`src/rtl/reg_file_2r1w.sv`:
```
// DEPTH-entry register file: one write port, two enabled registered read ports with
// same-cycle write forwarding, optional hardwired-zero R0 and a per-register busy scoreboard.
module reg_file_2r1w #(
  parameter int unsigned DATA_W  = 8,
  parameter int unsigned ADDR_W  = 3,
  parameter bit          ZERO_R0 = 1'b1
) (
  input  logic              i_clk,
  input  logic              i_rst,
  input  logic              i_clr,
  input  logic              i_we,
  input  logic [ADDR_W-1:0] i_waddr,
  input  logic [DATA_W-1:0] i_wdata,
  input  logic              i_re_a,
  input  logic [ADDR_W-1:0] i_raddr_a,
  output logic [DATA_W-1:0] o_rdata_a,
  output logic              o_busy_a,
  input  logic              i_re_b,
  input  logic [ADDR_W-1:0] i_raddr_b,
  output logic [DATA_W-1:0] o_rdata_b,
  output logic              o_busy_b,
  input  logic              i_busy_set,
  input  logic [ADDR_W-1:0] i_busy_addr
);

  localparam int unsigned DEPTH = 1 << ADDR_W;

  logic [DATA_W-1:0] r_mem [DEPTH];
  logic [DEPTH-1:0]  r_busy;
  logic [DATA_W-1:0] r_rdata_a;
  logic [DATA_W-1:0] r_rdata_b;
  logic              r_busy_a;
  logic              r_busy_b;

  logic              w_wr_ok;
  logic              w_set_ok;
  logic [DEPTH-1:0]  w_busy_d;
  logic [DATA_W-1:0] w_fwd_a;
  logic [DATA_W-1:0] w_fwd_b;

  assign w_wr_ok  = i_we && !(ZERO_R0 && (i_waddr == '0));
  assign w_set_ok = i_busy_set && !(ZERO_R0 && (i_busy_addr == '0));

  // Set is applied after clear so a new issue overrides the retiring write.
  always_comb begin
    w_busy_d = r_busy;
    if (i_we) begin
      w_busy_d[i_waddr] = 1'b0;
    end
    if (w_set_ok) begin
      w_busy_d[i_busy_addr] = 1'b1;
    end
  end

  always_comb begin
    w_fwd_a = r_mem[i_raddr_a];
    if (w_wr_ok && (i_waddr == i_raddr_a)) begin
      w_fwd_a = i_wdata;
    end
    if (ZERO_R0 && (i_raddr_a == '0)) begin
      w_fwd_a = '0;
    end
  end

  always_comb begin
    w_fwd_b = r_mem[i_raddr_b];
    if (w_wr_ok && (i_waddr == i_raddr_b)) begin
      w_fwd_b = i_wdata;
    end
    if (ZERO_R0 && (i_raddr_b == '0)) begin
      w_fwd_b = '0;
    end
  end

  always_ff @(posedge i_clk or negedge i_rst) begin
    if (!i_rst) begin
      for (int i = 0; i < DEPTH; i++) begin
        r_mem[i] <= '0;
      end
      r_busy    <= '0;
      r_rdata_a <= '0;
      r_rdata_b <= '0;
      r_busy_a  <= 1'b0;
      r_busy_b  <= 1'b0;
    end else if (i_clr) begin
      for (int i = 0; i < DEPTH; i++) begin
        r_mem[i] <= '0;
      end
      r_busy    <= '0;
      r_rdata_a <= '0;
      r_rdata_b <= '0;
      r_busy_a  <= 1'b0;
      r_busy_b  <= 1'b0;
    end else begin
      if (w_wr_ok) begin
        r_mem[i_waddr] <= i_wdata;
      end
      r_busy <= w_busy_d;
      if (i_re_a) begin
        r_rdata_a <= w_fwd_a;
        r_busy_a  <= w_busy_d[i_raddr_a];
      end
      if (i_re_b) begin
        r_rdata_b <= w_fwd_b;
        r_busy_b  <= w_busy_d[i_raddr_b];
      end
    end
  end

  assign o_rdata_a = r_rdata_a;
  assign o_rdata_b = r_rdata_b;
  assign o_busy_a  = r_busy_a;
  assign o_busy_b  = r_busy_b;

endmodule

```
`config.mk`:
```
export PLATFORM = sky130hd
export DESIGN_NAME = reg_file_2r1w
export DESIGN_NICKNAME = d
export VERILOG_FILES = /design/src/rtl/reg_file_2r1w.sv
export SDC_FILE = /design/constraint.sdc
export NUM_CORES = 1
export LEC_CHECK = 0
export ABC_CLOCK_PERIOD_IN_PS = 3000
export CORE_MARGIN = 1
export CORE_UTILIZATION = 25
export CTS_CLUSTER_SIZE = 25
export DETAILED_ROUTE_END_ITERATION = 12
export HOLD_SLACK_MARGIN = 0.08
export PLACE_DENSITY = 0.38
export SETUP_SLACK_MARGIN = 0.2
export SLEW_MARGIN = 40
export SYNTH_ARGS = -nofsm -noshare
export SYNTH_HDL_FRONTEND = slang
export SYNTH_SLANG_ARGS = --single-unit
```
`constraint.sdc`:
```
create_clock -name i_clk -period 3 [get_ports i_clk]
set_clock_uncertainty 0.2 [all_clocks]
set_input_delay 0.9 -clock i_clk [delete_from_list [all_inputs] [get_ports i_clk]]
set_output_delay 0.9 -clock i_clk [all_outputs]
set_load 0.05 [all_outputs]
```
Yosys cells after proc, flatten, opt, wreduce, memory -nomap -nowiden
Cells that the tools add are included.
{ "word_totals": {"wordCells": 81, "n_memories": 0, "out_inout_bits": 18, "rom_bits": 0, "register_bits": 90, "mem_bits_rw": 0, "in_bits": 27, "latchBits": 0} }
{ "op_classes": {"n_div": 0, "addsub": 0, "n_reduce_logical": 16, "order_cmp": 10, "n_mux": 34, "eq_ne": 2, "bitwise_logic": 6, "shift": 0, "mul": 0} }
{ "ops": {"columns": ["operator", "count"], "rows": [
  ["64-bit 2-to-1 mux", 2],
  ["8-bit 2-to-1 mux", 16],
  ["64-bit bitwise mux", 1],
  ["8-bit binary-select mux with 3-bit select", 2],
  ["8-bit demux with 3-bit select", 1],
  ["3-bit by 4-bit < comparator with 1-bit output, second input constant", 4],
  ["4-bit >= comparator, second input constant", 3],
  ["3-bit zero test", 4],
  ["3-bit NOT with 4-bit output", 3],
  ["8-bit AND", 1],
  ["1-bit 2-to-1 mux", 8],
  ["8-bit NOT", 1],
  ["8-bit OR", 1],
  ["1-bit logical AND", 7],
  ["1-bit binary-select mux with 3-bit select", 2],
  ["1-bit demux with 3-bit select", 2],
  ["3-bit equality test", 2],
  ["3-bit by 1-bit >= comparator with 1-bit output, second input constant", 2],
  ["2-bit nonzero test", 3],
  ["4-bit by 1-bit < comparator with 1-bit output, second input constant", 1],
  ["1-bit zero test", 2]
]} }

Logic depth before layout (Yosys ltp)
{ "depth": {"ltp_word": 13, "depth_mapped": 7} }

Worst setup path before layout
No wires, ideal clock.
{ "synth_timing": {"path_kind": "input to register", "startpoint": "in i_raddr_b[0]", "endpoint": "reg r_rdata_b[0] (netlist: o_rdata_b[0])", "setup_ns": 0.126, "slack_ns": 0.223, "required_time_ns": 2.674, "path_stages": 6, "arrival_time_ns": 2.451, "cell_sequence": "clkbuf_1 > buf_2 > mux4_2 > mux2i_1 > nor3_1 > a221o_1"} }
{ "synth_via": {"elab_chain_cells": 8, "elab_cells_between_ends": 11, "cone_classes": "eq/ne: 1; mux: 7; bitwise: 1; reduce/logical: 2"} }
{ "synth_rtl": {"columns": ["element", "line", "text"], "rows": [
  ["start: declaration", "19", "input logic [ADDR_W-1:0] i_raddr_b,"],
  ["3-bit NOT with 4-bit output (implied by the code)", "66", "w_fwd_b = r_mem[i_raddr_b];"],
  ["8-bit binary-select mux with 3-bit select", "66", null],
  ["8-bit 2-to-1 mux (implied by the code) (2 in a row)", "66", null],
  ["8-bit 2-to-1 mux", "67", "if (w_wr_ok && (i_waddr == i_raddr_b)) begin"],
  ["8-bit 2-to-1 mux (*)", "70", "if (ZERO_R0 && (i_raddr_b == '0)) begin"],
  ["8-bit 2-to-1 mux (*)", "103", "if (i_re_b) begin"],
  ["8-bit 2-to-1 mux (*)", "85", "end else if (i_clr) begin"],
  ["end signal: assignment", "104", "r_rdata_b <= w_fwd_b;"],
  ["end: declaration", "31", "logic [DATA_W-1:0] r_rdata_b;"]
]} }
Mark *: on every way between the ends. The rest lies on a longest branch, timed or not. The select of a mux whose other input is x is not followed.
A chain may end at the register's enable or synchronous reset.

Worst setup path in the final report
{ "layout_timing": {"startpoint": "in i_we", "endpoint": "reg r_busy_a (netlist: o_busy_a)"} }
{ "layout_via": {"elab_chain_cells": 7} }
{ "layout_rtl": {"columns": ["element", "line", "text"], "rows": [
  ["start: declaration", "11", "input logic i_we,"],
  ["8-bit 2-to-1 mux (*)", "47", "if (i_we) begin"],
  ["8-bit OR (no line)", null, null],
  ["8-bit 2-to-1 mux (*)", "50", "if (w_set_ok) begin"],
  ["1-bit binary-select mux with 3-bit select (*)", "101", "r_busy_a <= w_busy_d[i_raddr_a];"],
  ["1-bit 2-to-1 mux (implied by the code) (*)", "101", null],
  ["1-bit 2-to-1 mux (*)", "99", "if (i_re_a) begin"],
  ["1-bit 2-to-1 mux (*)", "85", null],
  ["end signal: assignment", "101", null],
  ["end: declaration", "32", "logic r_busy_a;"]
]} }
Marks and branches as above.

==> key figures <==
Placement
  – DP Worst Slack: -176 ps
  – Placed cells: 799
  – Area after DPL: 6080 sq um
  – I/O Buffers: 44
  – Final Wtd Congestion: 0.756
  – Post-DP HPWL: 11500 um

Critical path
  – Worst Path Required: 3030 ps
  – Setup CP Type: input port to flop
  – Worst Setup End Kind: flop
  – Length in cells of the worst reg-to-reg path: 5
  – CP Launch Type: input port
  – CP Data Arrival Time: 2730 ps
  – CP Max Fanout: 7

Floorplanning
  – Die Width: 142 um
  – Die Span Y: 142 um
  – Die ar.: 20300 sq um
  – Starting Density: 25.4%
  – Ports: 45
  – Core Box Area: 19400 sq um
  – Row count: 51

Route
  – DRT Wirelength: 16200 um
  – Routed WL per cell: 19.9 um
  – Initial DRC count: 266
  – Vias: 3984
  – Vias per Instance: 4.89
  – Post-route DRC violation count: 2
  – Final ANT Viol Nets: 0
  – DRT Pass-1 Iters: 8

Clock network
  – Root buffer cell: clkbuf_16
  – Total CTS buffers: 9
  – TritonCTS clock tree: built
  – Clock Latency Late Sink: 350 ps
  – CTS clk-pin slew, worst paths: 70 ps
  – CTS H-tree depth: 3
  – # clock sinks: 90
  – Postcts setup bufs: 0
  – Max Root-Sink Buffers: 2

Status
  – Status: finished with violations
  – Failing checks: DRC

Logic synthesis
  – Synth Area in Adders: 0%
  – Sequential fraction of the synthesis area: 45.6%
  – Area share of the largest cell type after synthesis: 45.6%
  – Compound-Gate Fraction of Synth Area: 14.2%
  – Ys flop type: dfrtp_1
  – Syn_nets: 496
  – Most common cell in the synthesized netlist: nand2_1
  – Synth Area in Simple Gates: 17.0%
  – Synth Cell Area: 4930 sq um
  – Largest family of logic cells by synthesized area: multiplexers
  – Synth cell count leaders: nand2_1 (121), dfrtp_1 (90), a21oi_1 (58)
  – Instance count of the mapped netlist: 469
  – Netlist cell types: 38
  – Number of synthesized register bits: 90
  – Synth Area per Inst: 10.5 sq um
  – Post-Synth XOR/XNOR Area: 0.710%
  – Ys Warns: 0
  – Cell taking the most area after synthesis: dfrtp_1
  – Asr flop ratio synth: 100%
  – Post-synth EDFFs: 0
  – Mux cell area share after synthesis: 18.9%
  – Top post-synthesis cells by area: dfrtp_1 (46%), mux4_2 (15%), nand2_1 (9.2%), a21oi_1 (5.9%), mux2i_1 (3.7%)

Timing
  – Fin. Hold Viols: 0
  – Clock period minus worst slack: 2700 ps
  – Final worst path period share: 90.1%
  – Fmax achieved: 0.370 GHz
  – Finish-stage setup viols: 0
  – RSZ-0062 raised after global routing: yes
  – Slew @ Worst Pin: 748 ps
  – Setup WS post-layout: 297 ps
  – Slew HR: 50.1%
  – Max-slew violation count: 0

Layout
  – Share of cells above drive strength 1: 21.5%
  – Fin area: 6410 sq um
  – Fillers: 2023
  – Non-filler cells, final: 815
  – Final net count: 573
  – Multi-input gate area: 2520 sq um
  – Area Overhead vs Synth: 29.9%
  – Flip-flop and latch area: 2250 sq um
  – Util after Layout: 33.1%
  – ANT cells: 0

GRT
  – Initial antenna violation count: 0
  – Largest net degree at the start of global routing: 65
  – First-pass GRT wire length: 25100 um
  – Total track usage: 17.1%
  – Total congestion overflow: 0
  – Vias in the first global route: 4081

Flow run
  – Max-cap viol count: 0

Worst hold path
  – Hold Path Class: flop to flop
  – WHS Path Cells: 1

Power
  – Max VDD drop: 148 uV
  – Leak: 2.60 nW
  – Power density cells: 439 nW/um^2
  – Pwr Total: 2.82 mW
==> final cells by class <==
cell class	count	area share, %
repair buffers	103	15.6
inverters	4	0.234
multi-input cells	338	39.3
flip-flops and latches	90	35.1
clock inverters	5	1.01
well taps	265	5.17
clock buffers	10	3.57
==> metrics by stage <==
step / TNS, ps / hold WS (ps)
2_1_floorplan: 0 / 277
3_3_place_gp: -2520 / 298
3_5_place_dp: -2640 / 301
4_1_cts: 0 / 316
5_1_grt: 0 / 332
6_report: 0 / 315
==> metal layers <==
| layer | GRT usage [%] | up-vias | part of all wire [%] |
|---|---|---|---|
| met3 | 1.92 | 16 | 4.1 |
| met5 | 0 | - | 0 |
| met2 | 27.8 | 89 | 48 |
| met1 | 23.7 | 2021 | 46 |
| li1 | - | 1858 | - |
| met4 | 5.43 | 0 | 1.5 |
==> critical path: stages <==
cell and delay [ps]:
clkdlybuf4s50_1 560, buf_4 200, nand2b_1 100, o31ai_1 300, nor2_1 70, o311a_1 290, a221o_1 320
==> path summary, 6_finish.rpt <==
kind,start,slack (ps),endpoint
min in group asynchronous,i_rst,390,r_mem[61]
hold / removal,o_rdata_a[7],310,o_rdata_a[7]
setup reg to reg,r_mem[42],1170,o_rdata_a[2]
max in group asynchronous,i_rst,1520,r_mem[19]
hold reg to reg,o_rdata_a[7],310,o_rdata_a[7]
setup / recovery,i_we,300,o_busy_a
==> power breakdown <==
part / switching [mW] / internal (mW) / leakage, nW
sequential: 0.0165 / 1.24 / 1.25
combinational: 0.233 / 0.167 / 1.21
clock: 0.514 / 0.650 / 0.137
total: 0.763 / 2.05 / 2.60
==> placed cells by master, fill, tap and decap left out, types with 2 or more instances in the layout <==
cell type / instances
clkinvlp_4: 2
mux2_2: 3
clkdlybuf4s50_1: 37
mux4_2: 32
or3b_1: 2
a32o_1: 3
nor3b_1: 6
mux2i_1: 17
a32oi_1: 4
inv_1: 4
nand4bb_1: 3
nand4b_2: 2
a21oi_4: 2
nor2_1: 11
nor2b_1: 14
buf_4: 51
a21oi_1: 58
o31ai_1: 2
dfrtp_1: 90
a221o_1: 17
o311ai_0: 2
clkbuf_16: 10
nor3_1: 17
xnor2_1: 4
dlymetal6s2s_1: 3
buf_12: 8
a211o_1: 3
nand3_1: 2
nand2_1: 121
dlygate4sd2_1: 2
a211oi_4: 2
==> state kept, by name, indices dropped and copies added (netlist names) <==
| register | cells |
|---|---|
| r_mem | 64 |
| o_rdata_a | 8 |
| o_rdata_b | 8 |
| r_busy | 8 |
| o_busy_a | 1 |
| o_busy_b | 1 |
==> kinds of logic (layout without fill, tap and decap cells) <==
family,count (synthesis),after routing
AOI/OAI and AO/OA,98,98
xor gates and xnor gates,4,4
buffers and inverters,41,122
DFF,90,90
muxes,53,53
and+or+nand+nor,183,183
==> repair_timing <==
| item | in CTS | in global routing |
|---|---|---|
| cloned | 0 | 1 |
| pin swaps | 0 | 2 |
| hold buffers | 0 | 0 |
| resized for setup | 2 | 5 |
| setup endpoints to repair | 10 | 17 |
Note: power is estimated with default switching activity, not from simulation.
